**src/rtl/counter_cmd_seq_if.sv**
```systemverilog
`default_nettype none
// ============================================================================
// Module      : counter_cmd_seq_if
// Description : Command bus between a command source and counter_cmd_seq.
//               Carries one timed counter command per valid/ready handshake.
//   cmd_valid   source -> sequencer  command present
//   cmd_ready   sequencer -> source  command FIFO can accept
//   cmd_op      source -> sequencer  00 HOLD, 01 UP, 10 DOWN, 11 LOAD
//   cmd_len     source -> sequencer  repeat count minus one
//   cmd_data    source -> sequencer  load value (LOAD only)
// Revision    : 1.0 - initial release
// ============================================================================
interface counter_cmd_seq_if #(
    parameter int LEN_W = 4
);
    logic             cmd_valid;
    logic             cmd_ready;
    logic [1:0]       cmd_op;
    logic [LEN_W-1:0] cmd_len;
    logic [3:0]       cmd_data;

    modport master (
        output cmd_valid,
        output cmd_op,
        output cmd_len,
        output cmd_data,
        input  cmd_ready
    );

    modport slave (
        input  cmd_valid,
        input  cmd_op,
        input  cmd_len,
        input  cmd_data,
        output cmd_ready
    );
endinterface
`default_nettype wire

```
**src/rtl/counter_cmd_seq.sv**
```systemverilog
`default_nettype none
// ============================================================================
// Module      : counter_cmd_seq
// Description : Command sequencer for the 4-bit up/down/load counter. Timed
//               commands are buffered in a DEPTH-entry FIFO and each one
//               drives the counter's en/dir/in/data inputs from registers
//               for cmd_len+1 cycles.
//   clk, rst_n  clock, asynchronous active-low reset
//   cmd         command bus (slave side): valid/ready, op, len, data
//   abort       synchronous flush of FIFO and the running command
//   en/dir/in   counter enable, direction (1 up), load select
//   data        counter load value
//   busy        running a command or FIFO non-empty
//   done        one-cycle pulse after a command's final cycle
// Revision    : 1.0 - initial release
// ============================================================================
module counter_cmd_seq #(
    parameter int DEPTH = 4,
    parameter int LEN_W = 4
) (
    input  logic                   clk,
    input  logic                   rst_n,
    counter_cmd_seq_if.slave       cmd,
    input  logic                   abort,
    output logic                   en,
    output logic                   dir,
    output logic                   in,
    output logic [3:0]             data,
    output logic                   busy,
    output logic                   done
);
    localparam int AW = $clog2(DEPTH);
    localparam int EW = 2 + LEN_W + 4;
    localparam logic [AW:0] C_FULL = (AW+1)'(DEPTH);
    localparam logic [1:0]  C_OP_HOLD = 2'b00;
    localparam logic [1:0]  C_OP_UP   = 2'b01;
    localparam logic [1:0]  C_OP_LOAD = 2'b11;

    typedef enum logic [0:0] {
        S_IDLE = 1'b0,
        S_RUN  = 1'b1
    } state_t;

    logic [EW-1:0]    r_mem [DEPTH];
    logic [AW-1:0]    r_wr_ptr;
    logic [AW-1:0]    r_rd_ptr;
    logic [AW:0]      r_count;
    state_t           r_state;
    logic [LEN_W-1:0] r_remaining;
    logic             r_en;
    logic             r_dir;
    logic             r_in;
    logic [3:0]       r_data;
    logic             r_done;

    logic             w_ready;
    logic             w_empty;
    logic             w_push;
    logic             w_pop;
    logic [EW-1:0]    w_head;
    logic [1:0]       w_head_op;
    logic [LEN_W-1:0] w_head_len;
    logic [3:0]       w_head_data;

    // Ready comes from the count held at the start of the cycle, so a full
    // FIFO refuses a push even when it is popped in the same cycle.
    assign w_ready     = (r_count != C_FULL);
    assign w_empty     = (r_count == '0);
    assign w_push      = cmd.cmd_valid & w_ready & ~abort;
    // Pop on entry from IDLE or on the last cycle of a running command, which
    // chains commands with no idle cycle between them.
    assign w_pop       = ~abort & ~w_empty &
                         ((r_state == S_IDLE) | (r_remaining == '0));
    assign w_head      = r_mem[r_rd_ptr];
    assign w_head_op   = w_head[EW-1 -: 2];
    assign w_head_len  = w_head[4 +: LEN_W];
    assign w_head_data = w_head[3:0];

    assign cmd.cmd_ready = w_ready;
    assign en            = r_en;
    assign dir           = r_dir;
    assign in            = r_in;
    assign data          = r_data;
    assign done          = r_done;
    assign busy          = (r_state == S_RUN) | ~w_empty;

    // Storage has no reset: entries are only read once the count says valid.
    always_ff @(posedge clk) begin
        if (w_push) begin
            r_mem[r_wr_ptr] <= {cmd.cmd_op, cmd.cmd_len, cmd.cmd_data};
        end
    end

    always_ff @(posedge clk or negedge rst_n) begin
        if (!rst_n) begin
            r_wr_ptr    <= '0;
            r_rd_ptr    <= '0;
            r_count     <= '0;
            r_state     <= S_IDLE;
            r_remaining <= '0;
            r_en        <= 1'b0;
            r_dir       <= 1'b0;
            r_in        <= 1'b0;
            r_data      <= 4'b0000;
            r_done      <= 1'b0;
        end else if (abort) begin
            // Flush everything except the last load value.
            r_wr_ptr    <= '0;
            r_rd_ptr    <= '0;
            r_count     <= '0;
            r_state     <= S_IDLE;
            r_remaining <= '0;
            r_en        <= 1'b0;
            r_dir       <= 1'b0;
            r_in        <= 1'b0;
            r_done      <= 1'b0;
        end else begin
            if (w_push) begin
                r_wr_ptr <= r_wr_ptr + AW'(1);
            end
            if (w_pop) begin
                r_rd_ptr <= r_rd_ptr + AW'(1);
            end
            if (w_push && !w_pop) begin
                r_count <= r_count + (AW+1)'(1);
            end else if (w_pop && !w_push) begin
                r_count <= r_count - (AW+1)'(1);
            end

            r_done <= 1'b0;
            if (w_pop) begin
                r_en        <= (w_head_op != C_OP_HOLD);
                r_in        <= (w_head_op == C_OP_LOAD);
                r_dir       <= (w_head_op == C_OP_UP);
                r_remaining <= w_head_len;
                r_state     <= S_RUN;
                if (w_head_op == C_OP_LOAD) begin
                    r_data <= w_head_data;
                end
            end

            case (r_state)
                S_IDLE: begin
                    if (!w_pop) begin
                        r_en  <= 1'b0;
                        r_in  <= 1'b0;
                        r_dir <= 1'b0;
                    end
                end
                S_RUN: begin
                    if (r_remaining != '0) begin
                        r_remaining <= r_remaining - LEN_W'(1);
                    end else begin
                        r_done <= 1'b1;
                        if (!w_pop) begin
                            r_state <= S_IDLE;
                            r_en    <= 1'b0;
                            r_in    <= 1'b0;
                            r_dir   <= 1'b0;
                        end
                    end
                end
                default: begin
                    r_state <= S_IDLE;
                end
            endcase
        end
    end
endmodule
`default_nettype wire

```
**src/flat_wrapper.sv**
```systemverilog
// flat-port wrapper written by rule: the top's interface ports become plain ports
module counter_cmd_seq_flat 
#(
    parameter int DEPTH = 4,
    parameter int LEN_W = 4
)
  (clk, rst_n, abort, en, dir, in, data, busy, done, cmd_cmd_valid, cmd_cmd_op, cmd_cmd_len, cmd_cmd_data, cmd_cmd_ready);
  counter_cmd_seq_if #(.LEN_W(LEN_W)) cmd_i ();
  input  logic clk;
  input  logic rst_n;
  input  logic abort;
  output logic en;
  output logic dir;
  output logic in;
  output logic [3:0] data;
  output logic busy;
  output logic done;
  input wire logic [$bits(cmd_i.cmd_valid)-1:0] cmd_cmd_valid;
  input wire logic [$bits(cmd_i.cmd_op)-1:0] cmd_cmd_op;
  input wire logic [$bits(cmd_i.cmd_len)-1:0] cmd_cmd_len;
  input wire logic [$bits(cmd_i.cmd_data)-1:0] cmd_cmd_data;
  output wire logic [$bits(cmd_i.cmd_ready)-1:0] cmd_cmd_ready;
  assign cmd_i.cmd_valid = cmd_cmd_valid;
  assign cmd_i.cmd_op = cmd_cmd_op;
  assign cmd_i.cmd_len = cmd_cmd_len;
  assign cmd_i.cmd_data = cmd_cmd_data;
  assign cmd_cmd_ready = cmd_i.cmd_ready;
  counter_cmd_seq #(.DEPTH(DEPTH), .LEN_W(LEN_W)) u_core (.clk(clk), .rst_n(rst_n), .cmd(cmd_i), .abort(abort), .en(en), .dir(dir), .in(in), .data(data), .busy(busy), .done(done));
endmodule
```
**config.mk**
```make
export PLATFORM = sky130hd
export DESIGN_NAME = counter_cmd_seq_flat
export DESIGN_NICKNAME = d
export VERILOG_FILES = /design/src/rtl/counter_cmd_seq_if.sv /design/src/rtl/counter_cmd_seq.sv /design/src/flat_wrapper.sv
export SDC_FILE = /design/constraint.sdc
export NUM_CORES = 1
export LEC_CHECK = 0
export CAP_MARGIN = 20
export CORE_ASPECT_RATIO = 2
export CORE_MARGIN = 3
export CORE_UTILIZATION = 60
export CTS_BUF_LIST = sky130_fd_sc_hd__clkbuf_4 sky130_fd_sc_hd__clkbuf_8
export DETAILED_ROUTE_END_ITERATION = 10
export PLACE_DENSITY = 0.83
export SYNTH_ARGS = -nofsm -noshare
export SYNTH_HDL_FRONTEND = slang
export SYNTH_SLANG_ARGS = --single-unit
```
**constraint.sdc**
```tcl
create_clock -name clk -period 7.3 [get_ports clk]
set_input_delay 2.19 -clock clk [delete_from_list [all_inputs] [get_ports clk]]
set_output_delay 2.19 -clock clk [all_outputs]
set_load 0.05 [all_outputs]
```
**Word-level counts from Yosys, hierarchy flattened**

Memory sizes are Yosys's and may differ from the RTL's.
Cells that the tools add are included.

- Reductions and logical operators: 12
- Muxes and demuxes: 36
- Add/sub/neg operators: 5
- Bitwise logic cells: 9
- Equality and inequality tests: 3

Operators with widths:

| cell | count |
|---|---|
| two-way mux 1 bit | 22 |
| two-way mux 4 bit | 4 |
| two-way mux 3 bit | 3 |
| two-way mux 2 bit | 4 |
| one-hot mux 1 bit (2 select lines) | 3 |
| nonzero test 2 bit | 3 |
| adder 2 x 1 -> 2 bit (second input constant) | 2 |
| bitwise AND 1 bit | 4 |
| zero test 4 bit | 1 |
| nonzero test 4 bit | 1 |
| subtractor 4 x 1 -> 4 bit (second input constant) | 1 |
| adder 3 x 1 -> 3 bit (second input constant) | 1 |
| zero test 3 bit | 1 |
| != test 3 bit (second input constant) | 1 |
| inverter 1 bit | 3 |
| AND reduction 3 bit | 1 |
| nonzero test 3 bit | 1 |
| subtractor 3 x 1 -> 3 bit (second input constant) | 1 |
| == test 2 x 1 -> 1 bit (second input constant) | 1 |
| == test 2 bit (second input constant) | 1 |
| logical AND 1 bit | 2 |
| zero test 1 bit | 2 |
| bitwise OR 1 bit | 2 |

- Memories kept: 1
- Memory bits (writable): 40
- Register bits after elaboration: 20

Memories:

| name | depth | bits a word | read ports | clocked after Yosys merged registers in | wr ports | RTL line | text |
|---|---|---|---|---|---|---|---|
| u_core.r_mem | 4 | 10 | 1 | 0 | 1 | counter_cmd_seq.sv:44 | `logic [EW-1:0] r_mem [DEPTH];` |

**Depth between registers and ports, before layout**

Gate-level depths: netlist of the first run.

- Depth after elaboration: 9
- Mapped depth: 10

**Least setup slack after synthesis of the first run**

No wires, ideal clock.

- Kind: input port to flip-flop
- From: input abort
- To: register u_core.r_count[2]
- Path slack: 3.379 ns
- Stages: 7
- Arrival: 3.798 ns
- Library setup time: 0.123 ns
- Path buffers: 2
- Path through: clkbuf_1 clkbuf_1 nor3_1 fa_1 nor3_1 a21oi_1 o221a_2

- Word-level cells in the longest chain between the ends: 7
- Elaborated cells on any way between the ends: 11

RTL lines:

| what | RTL line | text |
|---|---|---|
| start, declared | flat_wrapper.sv:11 | `input logic abort;` |
| inverter 1 bit (no line) | -- |  |
| bitwise AND 1 bit (2 in a row) | counter_cmd_seq.sv:72 | `assign w_pop = ~abort & ~w_empty &` |
| zero test 1 bit | counter_cmd_seq.sv:124 | `if (w_push && !w_pop) begin` |
| logical AND 1 bit | counter_cmd_seq.sv:124 |  |
| two-way mux 3 bit | counter_cmd_seq.sv:124 |  |
| two-way mux 3 bit | counter_cmd_seq.sv:106 | `end else if (abort) begin` |
| end signal, assigned | counter_cmd_seq.sv:125 | `r_count <= r_count + (AW+1)'(1);` |
| end signal, assigned | counter_cmd_seq.sv:127 | `r_count <= r_count - (AW+1)'(1);` |
| end, declared | counter_cmd_seq.sv:47 | `logic [AW:0] r_count;` |

Several ways; a longest one is shown, not always the timed one.
A chain may end at the register's enable or synchronous reset.

**Worst setup path in the final report of the first run**

- From: register u_core.r_count[0]
- To: output busy

- Word-level cells in the longest chain between the ends: 3

RTL lines:

| what | RTL line | text |
|---|---|---|
| zero test 3 bit | counter_cmd_seq.sv:68 | `assign w_empty = (r_count == '0);` |
| inverter 1 bit | counter_cmd_seq.sv:85 | `assign busy = (r_state == S_RUN) \| ~w_empty;` |
| bitwise OR 1 bit | counter_cmd_seq.sv:85 |  |
| end, declared | flat_wrapper.sv:16 | `output logic busy;` |

No other way between the ends.

==> out/qor.csv, run 1 <==
stage,metric,value,unit
status,status,completed,
worst_setup_path,CP arrival,2280,ps
clock_network,TritonCTS Buffers,9,
global_route,number of global-route vias before repair,1546,
placed_design,routability cong.,0.784,
synth,number of synthesis warnings,0,
worst_setup_path,CP Buf/Inv Count,1,
timing,fin. max-slew vios,0,
drt,wire length per cell,18.4,um
drt,drt first pass iters,6,
synth,Post-synth EDFFs,40,
synth,Synth top cells by count,"edfxtp_1, dfrtp_1, inv_1, mux4_2",
clock_network,CTS resizes,0,
synth,most common flop cell mapped by yosys,edfxtp_1,
synth,"Async S/R FF share, synth",0.333,
clock_network,clock sink count,60,
drt,Post-DRT Antenna Nets,0,
final_layout,Seq. cell area,0.00170,sq mm
worst_setup_path,"Max stage delay cell, worst path",clkdlybuf4s50_1,
worst_setup_path,worst path cell trace,nor3_1 > nand2b_1 > clkdlybuf4s50_1,
drt,Starting DRT DRC Count,52,
clock_network,Post-CTS Setup Bufs,0,
synth,sequential share of the synthesized area,0.661,
global_route,Congestion Overflow GR,0,
synth,synth unique cells,40,
placed_design,placed insts,232,
timing,crit share post-route,0.612,
run,max-cap viol count,0,
floorplanning,# rows,33,
clock_network,CTS Hold Bufs,0,
timing,Hold WS,504,ps
synth,Mapped Nets,186,
timing,Rel. slew slack,0.381,
floorplanning,Initial Utilization,0.623,
clock_network,Max Root-Sink Buffers,2,
clock_network,H-Tree Depth,3,
floorplanning,top-level port count,24,
floorplanning,die area,0.00516,sq mm
global_route,first-pass GRT wire length,7660,um
worst_setup_path,largest fanout on the critical path,6,
pwr,Pleak,1.10,nW
synth,cells after synthesis,166,
timing,fmax,0.224,GHz
placed_design,dpl hpwl,3230,um
synth,most common cell in the synthesized netlist,edfxtp_1,
final_layout,final std cells w/o fill,248,
synth,Yosys reg bits,60,
final_layout,Fill cells,254,
final_layout,fraction of layout cells with a size suffix above 1,0.179,
floorplanning,CORE AREA,0.00413,sq mm
final_layout,nets@finish,211,
clock_network,Clock Latency Late Sink,330,ps
timing,Final min period,4470,ps
placed_design,PortBufs,23,
timing,Final Hold Viols,0,
worst_setup_path,Crit. End Element,output port,
worst_setup_path,CP Launch Type,register,
worst_setup_path,CP required,5110,ps
final_layout,Multi-input gate area,798,sq um
timing,Total Neg Setup Slack,0,ps
timing,clk_skew,3.15,ps
clock_network,CTS tree,built,
final_layout,Area Overhead vs Synth,17.7,%
global_route,gr usage total,0.209,
pwr,maximum vdd drop,0.000280,V
worst_setup_path,slowest cell delay on critical path,720,ps
pwr,PD cells,388,mW/mm^2
drt,vias,1459,
drt,Via density,5.88,
synth,largest area contributor in the netlist,edfxtp_1,
clock_network,CTS clock-pin slew for the worst setup and hold paths,60,ps
synth,top post-synthesis cells by area,"edfxtp_1, dfrtp_1, mux4_2",
floorplanning,Die Span Y,98.6,um
synth,Synth top area share,0.467,
clock_network,root buffer cell,clkbuf_8,
worst_setup_path,Top delay family on crit path,simple AND/OR/NAND/NOR gates,
worst_setup_path,kind of critical path,reg2out,
drt,final wirelength,4580,um
timing,RSZ-0062 raised after global routing,false,
global_route,initial antenna violation count,0,
pwr,Final Total Pwr,1.17,mW
final_layout,n_diodes,0,
synth,Mapped Avg Cell Area,15.5,sq um
floorplanning,Horiz. Die Dim,52.3,um
synth,"Cell Area, Synth",0.00257,sq mm
timing,final setup vio count,0,
worst_hold_path,Hold Path Class,reg2reg,
timing,actual slew at the worst max-slew pin,926,ps
drt,DRC viols,0,
global_route,pin count of the biggest net entering global routing,21,
## path summary, 6_finish.rpt
| check | slack, ps | startpoint | cells past startpoint | endpoint |
|---|---|---|---|---|
| min | 500 | u_core.data[2] | 1 | u_core.data[2] |
| min in group asynchronous | 2380 | rst_n | 1 | u_core.r_count[0] |
| max | 2830 | u_core.r_count[0] | 3 | busy |
| max in group asynchronous | 4350 | rst_n | 1 | u_core.data[0] |
| max reg2reg | 4360 | u_core.r_remaining[0] | 9 | u_core.r_count[2] |
| min reg2reg | 500 | u_core.data[2] | 1 | u_core.data[2] |
## cells in the final DEF, fill, tap and decap left out, drive strengths merged, types with 6 or more instances in the layout
| master | instances |
|---|---|
| edfxtp | 40 |
| a21oi | 8 |
| clkdlybuf4s50 | 23 |
| nand2 | 8 |
| mux2 | 6 |
| o21ai | 7 |
| mux4 | 10 |
| inv | 10 |
| dfrtp | 20 |
| clkbuf | 12 |
## stage by stage
stage          utilization  cell area, sq um  setup WS (ps)
2_1_floorplan            -              2570           3380
3_3_place_gp         0.686              2830           2640
3_5_place_dp         0.686              2830           2540
4_1_cts              0.734              3030           2780
5_1_grt              0.734              3030           2700
6_report             0.734              3030           2830
## per-layer routing
layer / GRT usage / vias up / wire, um
met5: 0 / - / 0
met4: 0.122 / 0 / 189
met3: 0.0651 / 16 / 209
met2: 0.334 / 45 / 2510
met1: 0.239 / 724 / 1670
li1: - / 674 / -
## kinds of logic (layout without fill, tap and decap cells)
kind of cell,after synthesis,count (layout),share of synthesized area
multiplexers,18,18,0.122
adder cells (fa/ha/maj),6,6,0.0321
XOR/XNOR,4,4,0.0136
buffers and inverters,19,49,0.0287
flip-flops,60,60,0.661
AND/OR/NAND/NOR,33,33,0.0734
AO/OA/AOI/OAI,26,26,0.0695
## final cells by class
type,count,area share
sequential,60,0.562
multi-input combinational,87,0.264
timing repair buffer,23,0.0760
clock buffer,12,0.0483
tap,52,0.0215
clock inverter,4,0.0165
inverter,10,0.0124
## flip-flops by register name, indices dropped and copies added (netlist names)
name	cells
u_core.in	1
u_core.r_wr_ptr	2
u_core.en	1
u_core.r_rd_ptr	2
u_core.r_state	1
u_core.r_remaining	4
u_core.r_count	3
u_core.r_mem	40
u_core.done	1
u_core.data	4
u_core.dir	1
## power by group
group / internal [mW] / leakage, nW / switching [mW] / total [mW]
Combinational: 0.174 / 0.378 / 0.235 / 0.409
Clock: 0.168 / 0.0968 / 0.119 / 0.287
Sequential: 0.418 / 0.624 / 0.0592 / 0.477
Power figures use the tool's default switching activity.
==> inputs of run 2 (changes only) <==
--- a/config.mk
+++ b/config.mk
@@ -8,10 +8,10 @@
 export CAP_MARGIN = 20
 export CORE_ASPECT_RATIO = 2
 export CORE_MARGIN = 3
-export CORE_UTILIZATION = 60
+export CORE_UTILIZATION = 53
 export CTS_BUF_LIST = sky130_fd_sc_hd__clkbuf_4 sky130_fd_sc_hd__clkbuf_8
 export DETAILED_ROUTE_END_ITERATION = 10
-export PLACE_DENSITY = 0.83
+export PLACE_DENSITY = 0.78
 export SYNTH_ARGS = -nofsm -noshare
 export SYNTH_HDL_FRONTEND = slang
 export SYNTH_SLANG_ARGS = --single-unit
==> constraint.sdc (replaced) <==
create_clock -name clk -period 4.09 [get_ports clk]
set_input_delay 1.227 -clock clk [delete_from_list [all_inputs] [get_ports clk]]
set_output_delay 1.227 -clock clk [all_outputs]
set_load 0.05 [all_outputs]
==> out/qor.csv, run 2 (synthesis results as in run 1) <==
stage,metric,value,unit,change
clock_network,clock sink count,60,,unchanged
run,max-cap viol count,0,,unchanged
worst_setup_path,FF-to-FF setup slack,1270,ps,-3090 ps
floorplanning,die area,0.00578,sq mm,+12%
global_route,initial antenna violation count,0,,unchanged
drt,final wirelength,4480,um,-2.2%
drt,Starting DRT DRC Count,51,,-1.9%
worst_setup_path,CP required,2860,ps,-2250 ps
timing,worst setup margin,851,ps,-1980 ps
floorplanning,Horiz. Die Dim,55.3,um,+5.7%
clock_network,CTS clock-pin slew for the worst setup and hold paths,70,ps,about the same
final_layout,Reg with most FFs,u_core.r_mem,,
final_layout,Finished Core Util,0.659,,-0.0749
clock_network,TritonCTS Buffers,9,,unchanged
timing,clk_skew,10.2,ps,+7.07 ps
worst_setup_path,slowest cell delay on critical path,730,ps,about the same
worst_hold_path,Hold Path End,u_core.data[3],,
worst_setup_path,CP arrival,2010,ps,-270 ps
final_layout,Fill cells,356,,+40%
worst_setup_path,CP Launch Type,register,,
placed_design,placed insts,238,,+2.6%
clock_network,CTS resizes,0,,unchanged
final_layout,"commonest non-fill, non-tap cell in the layout",edfxtp_1,,
status,status,completed,,
final_layout,fraction of layout cells with a size suffix above 1,0.186,,+0.00736
timing,Final min period,3240,ps,
final_layout,Multi-input gate area,798,sq um,unchanged
placed_design,PortBufs,23,,unchanged
clock_network,Post-CTS Setup Bufs,0,,unchanged
clock_network,CTS Hold Bufs,0,,unchanged
worst_setup_path,"Max stage delay cell, worst path",clkdlybuf4s50_1,,
worst_hold_path,hold_sp,u_core.data[3],,
worst_setup_path,CP Buf/Inv Count,1,,unchanged
global_route,number of global-route vias before repair,1574,,+1.8%
worst_setup_path,worst reg2reg path depth,10,,+1
timing,Total Neg Setup Slack,0,ps,unchanged
final_layout,final std cells w/o fill,254,,+2.4%
worst_hold_path,Hold Crit Depth,1,,unchanged
final_layout,Final Instance Area,0.00306,sq mm,+0.95%
timing,Final Hold Viols,0,,unchanged
clock_network,CTS tree,built,,
drt,wire length per cell,17.6,um,-4.5%
worst_setup_path,FF-to-FF Start,u_core.r_remaining[0],,
timing,fmax,0.309,GHz,
floorplanning,Die Span Y,105,um,+6.0%
worst_hold_path,Hold Path Class,reg2reg,,
pwr,maximum vdd drop,0.000498,V,+78%
final_layout,max FFs per register,40,,unchanged
placed_design,routability cong.,0.714,,-9.0%
timing,Rel. slew slack,0.383,,+0.00239
drt,vias,1444,,-1.0%
pwr,PD cells,690,mW/mm^2,+78%
drt,Via density,5.69,,-3.4%
global_route,gr usage total,0.171,,-0.0380
timing,fin. max-slew vios,0,,unchanged
final_layout,nets@finish,214,,+1.4%
pwr,Pleak,1.11,nW,+1.1%
floorplanning,Initial Utilization,0.554,,-0.0689
worst_setup_path,largest fanout on the critical path,6,,unchanged
final_layout,Seq. cell area,0.00170,sq mm,unchanged
drt,drt first pass iters,4,,-2
placed_design,placed cell area,0.00286,sq mm,+0.93%
clock_network,Max Root-Sink Buffers,2,,unchanged
floorplanning,# rows,35,,+6.1%
timing,actual slew at the worst max-slew pin,922,ps,-3.57 ps
floorplanning,CORE AREA,0.00464,sq mm,+12%
worst_setup_path,Top delay family on crit path,buffers and inverters,,
drt,DRC viols,0,,unchanged
worst_setup_path,Crit. End Element,output port,,
placed_design,dpl hpwl,3290,um,+1.7%
worst_setup_path,r2r endpoint,u_core.r_count[2],,
global_route,pin count of the biggest net entering global routing,21,,unchanged
clock_network,H-Tree Depth,3,,unchanged
global_route,first-pass GRT wire length,7480,um,-2.4%
timing,Hold WS,501,ps,-3.98 ps
floorplanning,top-level port count,24,,unchanged
worst_setup_path,worst path cell trace,or3b_2 > clkdlybuf4s50_1,,
final_layout,Area Overhead vs Synth,18.8,%,
timing,RSZ-0062 raised after global routing,false,,
final_layout,n_diodes,0,,unchanged
drt,Post-DRT Antenna Nets,0,,unchanged
timing,final setup vio count,0,,unchanged
global_route,Congestion Overflow GR,0,,unchanged
worst_setup_path,kind of critical path,reg2out,,
timing,crit share post-route,0.792,,
pwr,Final Total Pwr,2.11,mW,+80%
clock_network,Clock Latency Late Sink,330,ps,about the same
clock_network,root buffer cell,clkbuf_8,,
placed_design,DP Worst Slack,835,ps,-1700 ps
final_layout,"commonest non-fill, non-tap cells in the layout","edfxtp_1, clkdlybuf4s50_1, dfrtp_1",,
run 2: worst max-delay path by stage:
stage                                  from                 to  slack (ps)  cells past startpoint
after floorplan                       abort  u_core.r_count[2]        1130                      7
after global placement                abort  u_core.r_count[2]         930                      8
after detailed placement              abort  u_core.r_count[2]         830                      8
after CTS                 u_core.r_count[0]      cmd_cmd_ready         840                      2
after global routing      u_core.r_count[1]      cmd_cmd_ready         810                      2
final                     u_core.r_count[1]      cmd_cmd_ready         850                      2
run 2: cell type report:
cell class,instances,area share
multi-input combinational,87,0.261
timing repair buffer,26,0.0827
inverter,10,0.0123
sequential,60,0.556
clock buffer,9,0.0405
clock inverter,7,0.0245
tap,55,0.0225
run 2: layer usage:
layer | up-vias | GRT usage | part of all wire
li1 | 675 | - | -
met1 | 722 | 0.180 | 0.37
met3 | 14 | 0.0408 | 0.034
met4 | 0 | 0.108 | 0.033
met2 | 33 | 0.297 | 0.57
met5 | - | 0 | 0
run 2: where the power goes:
part,leakage [nW],switching (mW),internal [mW]
combinational,0.393,0.418,0.325
clock,0.0939,0.234,0.284
sequential,0.624,0.102,0.746
total,1.11,0.755,1.36
run 2: worst reg2reg max path: stages, from the launching register on:
cell and delay (ps):
dfrtp_1 390, inv_1 80, ha_1 200, or3b_1 480, a211oi_4 260, buf_4 210, nor3_1 80, fa_1 440
nor3_1 220, a21oi_1 70, o221a_2 280
==> inputs of run 3 (changes only) <==
--- a/config.mk
+++ b/config.mk
@@ -8,10 +8,10 @@
 export CAP_MARGIN = 20
 export CORE_ASPECT_RATIO = 2
 export CORE_MARGIN = 3
-export CORE_UTILIZATION = 53
+export CORE_UTILIZATION = 59
 export CTS_BUF_LIST = sky130_fd_sc_hd__clkbuf_4 sky130_fd_sc_hd__clkbuf_8
 export DETAILED_ROUTE_END_ITERATION = 10
-export PLACE_DENSITY = 0.78
+export PLACE_DENSITY = 0.82
 export SYNTH_ARGS = -nofsm -noshare
 export SYNTH_HDL_FRONTEND = slang
 export SYNTH_SLANG_ARGS = --single-unit
==> constraint.sdc (replaced) <==
create_clock -name clk -period 3.3 [get_ports clk]
set_input_delay 0.99 -clock clk [delete_from_list [all_inputs] [get_ports clk]]
set_output_delay 0.99 -clock clk [all_outputs]
set_load 0.05 [all_outputs]
==> out/qor.csv, run 3 (synthesis results as in run 1) <==
stage,metric,value,unit,change
status,status,completed,,
global_route,number of global-route vias before repair,1631,,+3.6%
floorplanning,Initial Utilization,0.617,,+0.0627
final_layout,Area Overhead vs Synth,19.5,%,
clock_network,Clock Latency Late Sink,330,ps,about the same
pwr,total internal power,1.75,mW,+29%
global_route,first-pass GRT wire length,7550,um,+0.92%
clock_network,clock sink count,60,,unchanged
timing,RSZ-0062 raised after global routing,false,,
worst_setup_path,slowest cell delay on critical path,730,ps,about the same
pwr,Sw Share,0.348,,-0.00990
final_layout,nets@finish,215,,+0.47%
clock_network,CTS tree,built,,
final_layout,n_diodes,0,,unchanged
pwr,clock share of power,0.262,,+0.016
final_layout,"commonest non-fill, non-tap cell in the layout",edfxtp_1,,
final_layout,final std cells w/o fill,252,,-0.79%
pwr,combinational share of power,0.346,,-0.007
final_layout,fraction of layout cells with a size suffix above 1,0.190,,+0.00407
global_route,pin count of the biggest net entering global routing,21,,unchanged
pwr,P_sw,0.934,mW,+24%
placed_design,PortBufs,23,,unchanged
placed_design,placed insts,236,,-0.84%
worst_setup_path,CP Launch Type,register,,
timing,Final min period,3020,ps,
pwr,maximum vdd drop,0.000575,V,+16%
worst_setup_path,CP required,2310,ps,-550 ps
timing,fin. max-slew vios,0,,unchanged
global_route,initial antenna violation count,0,,unchanged
global_route,gr usage total,0.205,,+0.0341
floorplanning,CORE AREA,0.00417,sq mm,-10%
worst_setup_path,"Max stage delay cell, worst path",clkdlybuf4s50_1,,
timing,Final Hold Viols,0,,unchanged
drt,Post-DRT Antenna Nets,0,,unchanged
worst_setup_path,Crit. End Element,output port,,
pwr,Seq pwr share,0.392,,-0.010
final_layout,Fill cells,267,,-25%
worst_setup_path,Top delay family on crit path,buffers and inverters,,
drt,vias,1502,,+4.0%
timing,fmax,0.331,GHz,
worst_setup_path,largest fanout on the critical path,5,,-1
pwr,Pleak,1.13,nW,+1.6%
clock_network,H-Tree Depth,3,,unchanged
placed_design,routability cong.,0.840,,+18%
drt,drt first pass iters,4,,unchanged
drt,DRC viols,0,,unchanged
clock_network,TritonCTS Buffers,9,,unchanged
timing,crit share post-route,0.915,,
clock_network,root buffer cell,clkbuf_8,,
global_route,Congestion Overflow GR,0,,unchanged
run,max-cap viol count,0,,unchanged
drt,wire length per cell,17.5,um,-0.83%
final_layout,max FFs per register,40,,unchanged
drt,final wirelength,4400,um,-1.6%
worst_setup_path,CP arrival,2030,ps,+20 ps
clock_network,Post-CTS Setup Bufs,0,,unchanged
timing,actual slew at the worst max-slew pin,908,ps,-14.1 ps
final_layout,Multi-input gate area,798,sq um,unchanged
timing,clk_skew,8.85,ps,-1.38 ps
final_layout,Reg with most FFs,u_core.r_mem,,
clock_network,CTS clock-pin slew for the worst setup and hold paths,70,ps,about the same
floorplanning,die area,0.00524,sq mm,-9.4%
floorplanning,Die Span Y,99.4,um,-4.9%
worst_setup_path,kind of critical path,reg2out,,
pwr,PD cells,873,mW/mm^2,+26%
clock_network,CTS Hold Bufs,0,,unchanged
final_layout,Seq. cell area,0.00170,sq mm,unchanged
clock_network,CTS resizes,0,,unchanged
worst_hold_path,Hold Path Class,reg2reg,,
worst_setup_path,CP Buf/Inv Count,1,,unchanged
timing,Total Neg Setup Slack,0,ps,unchanged
timing,Rel. slew slack,0.393,,+0.00941
final_layout,"commonest non-fill, non-tap cells in the layout","edfxtp_1, clkdlybuf4s50_1, dfrtp_1",,
floorplanning,# rows,33,,-5.7%
floorplanning,Horiz. Die Dim,52.7,um,-4.7%
floorplanning,top-level port count,24,,unchanged
timing,final setup vio count,0,,unchanged
clock_network,Max Root-Sink Buffers,2,,unchanged
drt,Via density,5.96,,+4.8%
worst_setup_path,worst path cell trace,or3b_2 > clkdlybuf4s50_1,,
drt,Starting DRT DRC Count,58,,+14%
placed_design,dpl hpwl,3160,um,-3.9%
-- run 3: cell count changes in the layout (fill, tap and decap cells not counted) --
cell        previous run  this run
clkinvlp_4             2         1
clkinv_4               1         0
buf_4                  3         4
inv_6                  2         1
bufinv_16              1         2
clkinv_2               0         2
-- run 3: layer usage --
metal,up-vias,global-route usage,wire length [um]
met3,23,0.0705,213
met5,-,0,0
li1,680,-,-
met1,737,0.222,1610
met4,0,0.124,221
met2,62,0.332,2360
-- run 3: cell type report --
type / count / area share
sequential: 60 / 0.553
tap: 52 / 0.0211
clock inverter: 7 / 0.0293
multi-input combinational: 87 / 0.259
clock buffer: 9 / 0.0403
inverter: 10 / 0.0122
timing repair buffer: 27 / 0.0846
-- run 3: final timing paths --
kind	from	to	slack (ps)	cells after the start
max in group asynchronous	rst_n	u_core.data[2]	1580	1
worst min register to register	u_core.data[2]	u_core.data[2]	500	1
worst min-delay path	u_core.data[2]	u_core.data[2]	500	1
min in group asynchronous	rst_n	u_core.r_wr_ptr[0]	1160	1
worst max-delay path	u_core.r_count[0]	cmd_cmd_ready	280	2
worst max register to register	u_core.r_remaining[0]	u_core.r_count[2]	640	9
-- run 3: through the flow --
step,util,setup WS (ps),cell area [sq um],total power [mW],hold slack (ps)
2_1_floorplan,-,579,2570,1.72,543
3_3_place_gp,0.686,379,2860,1.95,475
3_5_place_dp,0.686,319,2860,1.99,485
4_1_cts,0.738,282,3080,2.70,504
5_1_grt,0.738,241,3080,2.83,523
6_report,0.738,281,3080,2.69,504
-- run 3: power by group through the flow --
stage	registers [mW]	clock network (mW)	logic, mW
after CTS	1.06	0.713	0.931
final	1.05	0.703	0.928
after detailed placement	1.07	0	0.921
after global placement	1.06	0	0.889
after floorplan	1.12	0	0.602
after global routing	1.07	0.758	0.998
-- run 3: worst register-to-register path, stage by stage (launching register included) --
cell      delay (ps)
dfrtp_1          410
inv_1            100
ha_1             210
or3b_1           470
a211oi_4         300
nor3_1            80
fa_1             450
nor3_1           200
a21oi_1           60
o221a_2          270
